**src/rtl/fnd_scan_capture.sv**
```systemverilog
// Recovers 4-bit digit codes from a multiplexed active-low 7-segment bus and commits coherent 16-bit frames.
// Optional FND_DP_STRIP_EN: accept digit fonts with a lit dp and report per-digit dp flags on o_dp.
module fnd_scan_capture #(
  parameter int STABLE_CYCLES = 4
) (
  input  logic        i_clk,
  input  logic        i_reset_n,
  input  logic [7:0]  i_font,
  input  logic [3:0]  i_digit_sel,
  output logic [15:0] o_bcd_value,
  output logic        o_frame_valid,
  output logic [3:0]  o_dp,
  output logic        o_decode_err
);

  localparam int CNT_W = (STABLE_CYCLES > 1) ? $clog2(STABLE_CYCLES) : 1;
  localparam logic [CNT_W-1:0] CNT_MAX = CNT_W'(STABLE_CYCLES - 1);

  logic [3:0]       prev_sel_q;
  logic [7:0]       prev_font_q;
  logic [CNT_W-1:0] cnt_q, cnt_d;
  logic             captured_q, captured_d;
  logic [15:0]      shadow_q, shadow_d;
  logic [3:0]       mask_q, mask_d;
  logic [15:0]      bcd_q, bcd_d;
  logic             frame_valid_q, frame_valid_d;
  logic             decode_err_q, decode_err_d;
`ifdef FND_DP_STRIP_EN
  logic [3:0]       shadow_dp_q, shadow_dp_d;
  logic [3:0]       dp_q, dp_d;
  logic             dec_dp;
  logic [4:0]       dec_strip;
`endif

  logic             sel_valid;
  logic [1:0]       sel_idx;
  logic             dec_ok;
  logic [3:0]       dec_code;
  logic [4:0]       dec_plain;
  logic             pair_match;
  logic             capture;

  // Returns {hit, code} for the ten numeric glyphs only.
  function automatic logic [4:0] digit_lookup(input logic [7:0] f);
    logic [4:0] r;
    r = 5'b0_0000;
    case (f)
      8'hC0: r = 5'h10;
      8'hF9: r = 5'h11;
      8'hA4: r = 5'h12;
      8'hB0: r = 5'h13;
      8'h99: r = 5'h14;
      8'h92: r = 5'h15;
      8'h82: r = 5'h16;
      8'hF8: r = 5'h17;
      8'h80: r = 5'h18;
      8'h90: r = 5'h19;
      default: r = 5'b0_0000;
    endcase
    return r;
  endfunction

  always_comb begin
    sel_valid = 1'b0;
    sel_idx   = 2'd0;
    case (i_digit_sel)
      4'b1110: begin sel_valid = 1'b1; sel_idx = 2'd0; end
      4'b1101: begin sel_valid = 1'b1; sel_idx = 2'd1; end
      4'b1011: begin sel_valid = 1'b1; sel_idx = 2'd2; end
      4'b0111: begin sel_valid = 1'b1; sel_idx = 2'd3; end
      default: begin sel_valid = 1'b0; sel_idx = 2'd0; end
    endcase
  end

  always_comb begin
    dec_ok    = 1'b0;
    dec_code  = 4'hB;
    dec_plain = digit_lookup(i_font);
`ifdef FND_DP_STRIP_EN
    dec_dp    = 1'b0;
    dec_strip = digit_lookup(i_font | 8'h80);
`endif
    if (i_font == 8'h7F) begin
      dec_ok   = 1'b1;
      dec_code = 4'hA;
    end else if (i_font == 8'hFF) begin
      dec_ok   = 1'b1;
      dec_code = 4'hB;
    end else if (dec_plain[4]) begin
      dec_ok   = 1'b1;
      dec_code = dec_plain[3:0];
    end
`ifdef FND_DP_STRIP_EN
    // A numeric glyph with the dp segment lit: strip dp and remember it.
    else if (!i_font[7] && dec_strip[4]) begin
      dec_ok   = 1'b1;
      dec_code = dec_strip[3:0];
      dec_dp   = 1'b1;
    end
`endif
  end

  always_comb begin
    cnt_d         = cnt_q;
    captured_d    = captured_q;
    shadow_d      = shadow_q;
    mask_d        = mask_q;
    bcd_d         = bcd_q;
    frame_valid_d = 1'b0;
    decode_err_d  = 1'b0;
`ifdef FND_DP_STRIP_EN
    shadow_dp_d   = shadow_dp_q;
    dp_d          = dp_q;
`endif
    pair_match = (i_digit_sel == prev_sel_q) && (i_font == prev_font_q);
    capture    = 1'b0;

    if (pair_match && sel_valid) begin
      capture = (cnt_q == CNT_MAX) && !captured_q;
      if (cnt_q != CNT_MAX) cnt_d = cnt_q + 1'b1;
      if (capture) captured_d = 1'b1;
    end else begin
      cnt_d      = '0;
      captured_d = 1'b0;
    end

    // Undecodable glyphs still consume the dwell so the error fires once.
    if (capture) begin
      if (dec_ok) begin
        shadow_d[{sel_idx, 2'b00} +: 4] = dec_code;
        mask_d[sel_idx]                 = 1'b1;
`ifdef FND_DP_STRIP_EN
        shadow_dp_d[sel_idx]            = dec_dp;
`endif
        if (mask_d == 4'hF) begin
          bcd_d         = shadow_d;
          frame_valid_d = 1'b1;
          mask_d        = 4'h0;
`ifdef FND_DP_STRIP_EN
          dp_d          = shadow_dp_d;
`endif
        end
      end else begin
        decode_err_d = 1'b1;
      end
    end
  end

  always_ff @(posedge i_clk or negedge i_reset_n) begin
    if (!i_reset_n) begin
      prev_sel_q    <= 4'hF;
      prev_font_q   <= 8'hFF;
      cnt_q         <= '0;
      captured_q    <= 1'b0;
      shadow_q      <= 16'hBBBB;
      mask_q        <= 4'h0;
      bcd_q         <= 16'hBBBB;
      frame_valid_q <= 1'b0;
      decode_err_q  <= 1'b0;
`ifdef FND_DP_STRIP_EN
      shadow_dp_q   <= 4'h0;
      dp_q          <= 4'h0;
`endif
    end else begin
      prev_sel_q    <= i_digit_sel;
      prev_font_q   <= i_font;
      cnt_q         <= cnt_d;
      captured_q    <= captured_d;
      shadow_q      <= shadow_d;
      mask_q        <= mask_d;
      bcd_q         <= bcd_d;
      frame_valid_q <= frame_valid_d;
      decode_err_q  <= decode_err_d;
`ifdef FND_DP_STRIP_EN
      shadow_dp_q   <= shadow_dp_d;
      dp_q          <= dp_d;
`endif
    end
  end

  assign o_bcd_value   = bcd_q;
  assign o_frame_valid = frame_valid_q;
  assign o_decode_err  = decode_err_q;
`ifdef FND_DP_STRIP_EN
  assign o_dp          = dp_q;
`else
  assign o_dp          = 4'h0;
`endif

endmodule

```
**config.mk**
```make
export PLATFORM = sky130hd
export DESIGN_NAME = fnd_scan_capture
export DESIGN_NICKNAME = d
export VERILOG_FILES = /design/src/rtl/fnd_scan_capture.sv
export SDC_FILE = /design/constraint.sdc
export NUM_CORES = 1
export LEC_CHECK = 0
export CAP_MARGIN = 15
export CORE_MARGIN = 2
export CORE_UTILIZATION = 45
export CTS_CLUSTER_DIAMETER = 100
export CTS_CLUSTER_SIZE = 12
export DETAILED_ROUTE_END_ITERATION = 10
export GPL_ROUTABILITY_DRIVEN = 0
export PLACE_DENSITY = 0.69
export SLEW_MARGIN = 30
export SYNTH_ARGS = -nofsm -noshare
export SYNTH_HDL_FRONTEND = slang
export SYNTH_SLANG_ARGS = --single-unit
```
**constraint.sdc**
```tcl
create_clock -name i_clk -period 6.1 [get_ports i_clk]
set_input_delay 1.22 -clock i_clk [delete_from_list [all_inputs] [get_ports i_clk]]
set_output_delay 1.22 -clock i_clk [all_outputs]
set_load 0.1 [all_outputs]
```
# --- After elaboration in Yosys (flattened, before gate mapping) ---
# Cells that the tools add are included.
totals:
  output_inout_bits: 22
  word_cells: 70
  register_bits: 53
  in_bits: 14
classes:
  reduce_logical: 8
  n_bitwise: 1
  mux: 23
  n_eq_ne: 23
  add_sub_neg: 2
  n_lt_le_gt_ge: 2
  shifts: 2
op_table:
  columns: ["cell", "n"]
  rows:
  - ["8-bit equality test, second input constant", 11]
  - ["5-bit one-hot mux with 10 select lines", 1]
  - ["16-bit bitwise mux", 1]
  - ["4-bit equality test, second input constant", 4]
  - ["4-bit 2-to-1 mux", 4]
  - ["4-bit by 6-bit variable shift with 16-bit output, first input constant", 1]
  - ["4-bit by 6-bit indexed part select with 16-bit output", 1]
  - ["1-bit 2-to-1 mux", 13]
  - ["8-bit by 7-bit equality test with 1-bit output, second input constant", 1]
  - ["8-bit equality test", 1]
  - ["4-bit negator with 6-bit output", 1]
  - ["2-bit one-hot mux with 3 select lines", 1]
  - ["4-bit by 3-bit equality test with 1-bit output, second input constant", 1]
  - ["4-bit equality test", 1]
  - ["1-bit logical AND", 4]
  - ["2-bit 2-to-1 mux", 2]
  - ["2-bit by 1-bit != test with 1-bit output, second input constant", 2]
  - ["4-bit bitwise OR", 1]
  - ["4-bit OR reduction", 1]
  - ["2-bit by 3-bit < comparator with 1-bit output, second input constant", 1]
  - ["3-bit AND reduction", 1]
  - ["2-bit by 1-bit adder with 2-bit output, second input constant", 1]
  - ["1-bit demux with 2-bit select", 1]
  - ["2-bit equality test, second input constant", 1]
  - ["4 further kinds", 4]

# --- Logic depth before layout (Yosys ltp) ---
logic_depth:
  depth_word: 11
  mapped_depth: 10
  depth_no_buf: 9

# --- Least setup slack after synthesis ---
# OpenSTA, ideal clock, no wires.
synth_path:
  path_kind: "in2reg"
  from: "in i_font[0]"
  to: "reg bcd_q[10], in the netlist o_bcd_value[10]"
  path_buffers: 2
  slack_ns: 2.503
  setup_ns: 0.128
  required_ns: 5.972
  t_arrival_ns: 3.469
  stages: 8
  cell_sequence: "buf_2 or4b_4 a211o_1 and3b_4 a2111oi_4 and2b_1 buf_6 mux2_1"
synth_between:
  elab_chain_cells: 7
  word_cells_on_any_way: 26
  classes_between: "eq/ne (13); shift (1); mux (9); reduce/logical (3)"
synth_rtl:
  columns: ["item", "line_no", "rtl"]
  rows:
  - ["from (decl)", "8", "input logic [7:0] i_font,"]
  - ["8-bit equality test", "47", "case (f)"]
  - ["5-bit one-hot mux with 10 select lines", "47", null]
  - ["4-bit 2-to-1 mux", "89", "end else if (dec_plain[4]) begin"]
  - ["4-bit 2-to-1 mux", "86", "end else if (i_font == 8'hFF) begin"]
  - ["4-bit 2-to-1 mux", "83", "if (i_font == 8'h7F) begin"]
  - ["4-bit by 6-bit indexed part select with 16-bit output", "130", "shadow_d[{sel_idx, 2'b00} +: 4] = dec_code;"]
  - ["16-bit bitwise mux", "130", null]
  - ["to (signal assigned)", "157", "bcd_q <= 16'hBBBB;"]
  - ["to (signal assigned)", "171", "bcd_q <= bcd_d;"]
  - ["to (decl)", "25", "logic [15:0] bcd_q, bcd_d;"]
# Several ways; a longest one is shown, not always the timed one.
# A chain may end at the register's enable or synchronous reset.

# --- Final worst setup path ---
layout_path:
  from: "in i_font[3]"
  to: "reg bcd_q[14], in the netlist o_bcd_value[14]"
# The elaborated chain is that of the path after synthesis.

==> results.ini <==
[synthesis]
yosys-top-cells-area=dfstp_2 (33%), dfrtp_1 (15%), o2bb2ai_1 (4.9%)
syn_inst=265
yosysTopAreaCellShare_pct=33.2
synth_seq_cells=53
syn_avg_cell_area_um2=10.8
yosys-top-cells-count=dfstp_2 (36), nor2_1 (20), dfrtp_1 (17)
synth.most_common_cell=dfstp_2
synth_edf_count=0
syn-cell-area_mm2=0.00285
synth-main-ff-cell=dfstp_2
async_flop_share_pct=100
ys_types=53
synth_top_cell_by_area=dfstp_2
yosys_warnings=0
ys_seq_area_share_pct=48.1

[clocking]
cts_tree=yes
htree_num_levels=2
clock_sinks=53
cts-resized-gates=0
clk_path_buf_depth=2
cts_root_buf=clkbuf_8
clk_pin_slew_worst_paths_ps=90
holdBufCountCts=0
insertion_delay_ps=300
cts_made_buffers=5
post_cts_buffers=0

[timing]
hold_viol=0
post-route-min-period_ps=4330
fin_skew_ps=11.0
rsz0062_at_grt=false
fin_crit_sh_pct=70.9
finalSetupTns_ps=0
final-max-slew-violation-count=0
fmax_mhz=231
fin_ws_ps=1770
fin_hold_ws_ps=486
max_slew.worst_pin.slew_ps=967
relSlewSlack_pct=35.3
setup_viol=0

[worst_hold_path]
min-delay-path-class=register to register

[power]
ir_drop_uv=157
cellLeakagePower_nw=1.29
p_per_area_mw_per_mm2=196
p_total_mw=0.642

[finish]
num-fill-cells=566
drive_gt1_share_pct=17.8
final_nets=312
fin_cells=367
area_delta_synth_final_pct=14.7
fin_area_mm2=0.00327
diodes=0
fin_util_pct=54.3

[setup_path]
cp.required_ps=6290
arrival_ps=4520
critPathMaxFanout=20
startpoint_type=input pin
crit_type=input pin to register
crit_path_end_kind=register

[routing]
wirelength_mm=6.08
wl_met1_mm=2.95
dr_wl_met2_mm=2.78
vias=2128
maxUsedRoutingLayer=met4
drc=0
met3_wirelength_um=274
drt_iter0_drc=147
firstDrtPassIters=4
avgViaCountPerCell=5.80
wl_per_cell_um=16.6
ant_nets=0

[floorplan]
core-area_mm2=0.00603
dieArea_mm2=0.00699
start_util_pct=47.3
num_io_pins=36
die_height_um=83.6
rows=28
chipWidth_um=83.6

[global_routing]
overflow=0
grtUsageTotal_pct=18.3
grt_pass1_wl_mm=10.5
grt_max_degree=54
antenna_found_initial=0
grt_pass1_vias=2122

[placed_design]
dp_slack_ps=1430
dp_cells=359
dp_hpwl_mm=4.31
io_buffers=31
place_area_mm2=0.00318

[job]
cap_violations=0

[outcome]
status=completed

cell usage in the layout (no fill, tap or decap), types with 2 or more instances in the layout:
cell	instances
nand3_1	12
o211a_1	2
inv_1	9
nor2_1	20
dfrtp_1	17
ha_1	7
or3_1	2
xor2_1	14
o32a_1	2
mux2_1	12
o32ai_1	3
a31oi_1	5
and3_1	5
a21oi_1	5
nor2b_1	3
a22o_1	8
a211o_1	3
dfstp_2	36
clkbuf_8	6
nand3b_1	2
conb_1	4
nor3_1	4
nand2b_1	5
and2_1	2
o2bb2ai_1	16
nand2_1	14
clkdlybuf4s50_1	30
nor4_1	3
nand4_1	4
o21ai_0	12
nand4b_1	2
state kept, by name, indices dropped and copies added (netlist names):
| register | flops |
|---|---|
| shadow_q | 16 |
| prev_sel_q | 4 |
| o_frame_valid | 1 |
| captured_q | 1 |
| cnt_q | 2 |
| o_decode_err | 1 |
| o_bcd_value | 16 |
| mask_q | 4 |
| prev_font_q | 8 |
final timing paths:
check / end / slack [ps] / cells after the start / start
hold reg to reg: shadow_q[4] / 490 / 1 / shadow_q[4]
setup reg to reg: o_bcd_value[14] / 3100 / 6 / prev_font_q[4]
min in group asynchronous: captured_q / 1030 / 2 / i_reset_n
setup / recovery: o_bcd_value[14] / 1770 / 7 / i_font[3]
max in group asynchronous: o_frame_valid / 4640 / 2 / i_reset_n
hold / removal: shadow_q[4] / 490 / 1 / shadow_q[4]
final cells by class:
type                       instances  area [um^2]  area share, %
clock inverter                     1         7.51          0.230
sequential                        53         1370           41.9
inverter                           9         33.8           1.03
timing repair buffer              32          313           9.56
tap                               75         93.8           2.87
clock buffer                       7         86.3           2.64
multi-input combinational        190         1370           41.7
worst max-delay path, cell delays in order:
cell             delay [ps]
clkdlybuf4s50_1         590
or4b_4                  600
a211o_1                 300
and3b_4                 220
a2111oi_4               480
and2b_1                 720
mux2_1                  380
power breakdown:
group          switching (mW)  total (mW)  leakage, nW  internal (mW)
clock                   0.110       0.203       0.0445         0.0924
sequential            0.00177       0.361        0.601          0.359
combinational          0.0542      0.0785        0.649         0.0243
cell families after synthesis:
kind of cell / Yosys count / share of synthesized area [%]
XOR/XNOR: 15 / 4.61
buffers and inverters: 25 / 4.39
flip-flops: 53 / 48.1
AO/OA/AOI/OAI: 62 / 17.3
AND/OR/NAND/NOR: 88 / 16.9
adder cells (fa/ha/maj): 7 / 3.07
other: 1 / 0.132
multiplexers: 14 / 5.49
per-layer routing:
| layer | vias to the layer above | GRT usage, % |
|---|---|---|
| met4 | 0 | 5.28 |
| met1 | 1061 | 25.6 |
| met3 | 8 | 3.66 |
| met5 | - | 0 |
| met2 | 54 | 28.9 |
| li1 | 1005 | - |
(Power assumes the default switching activity.)
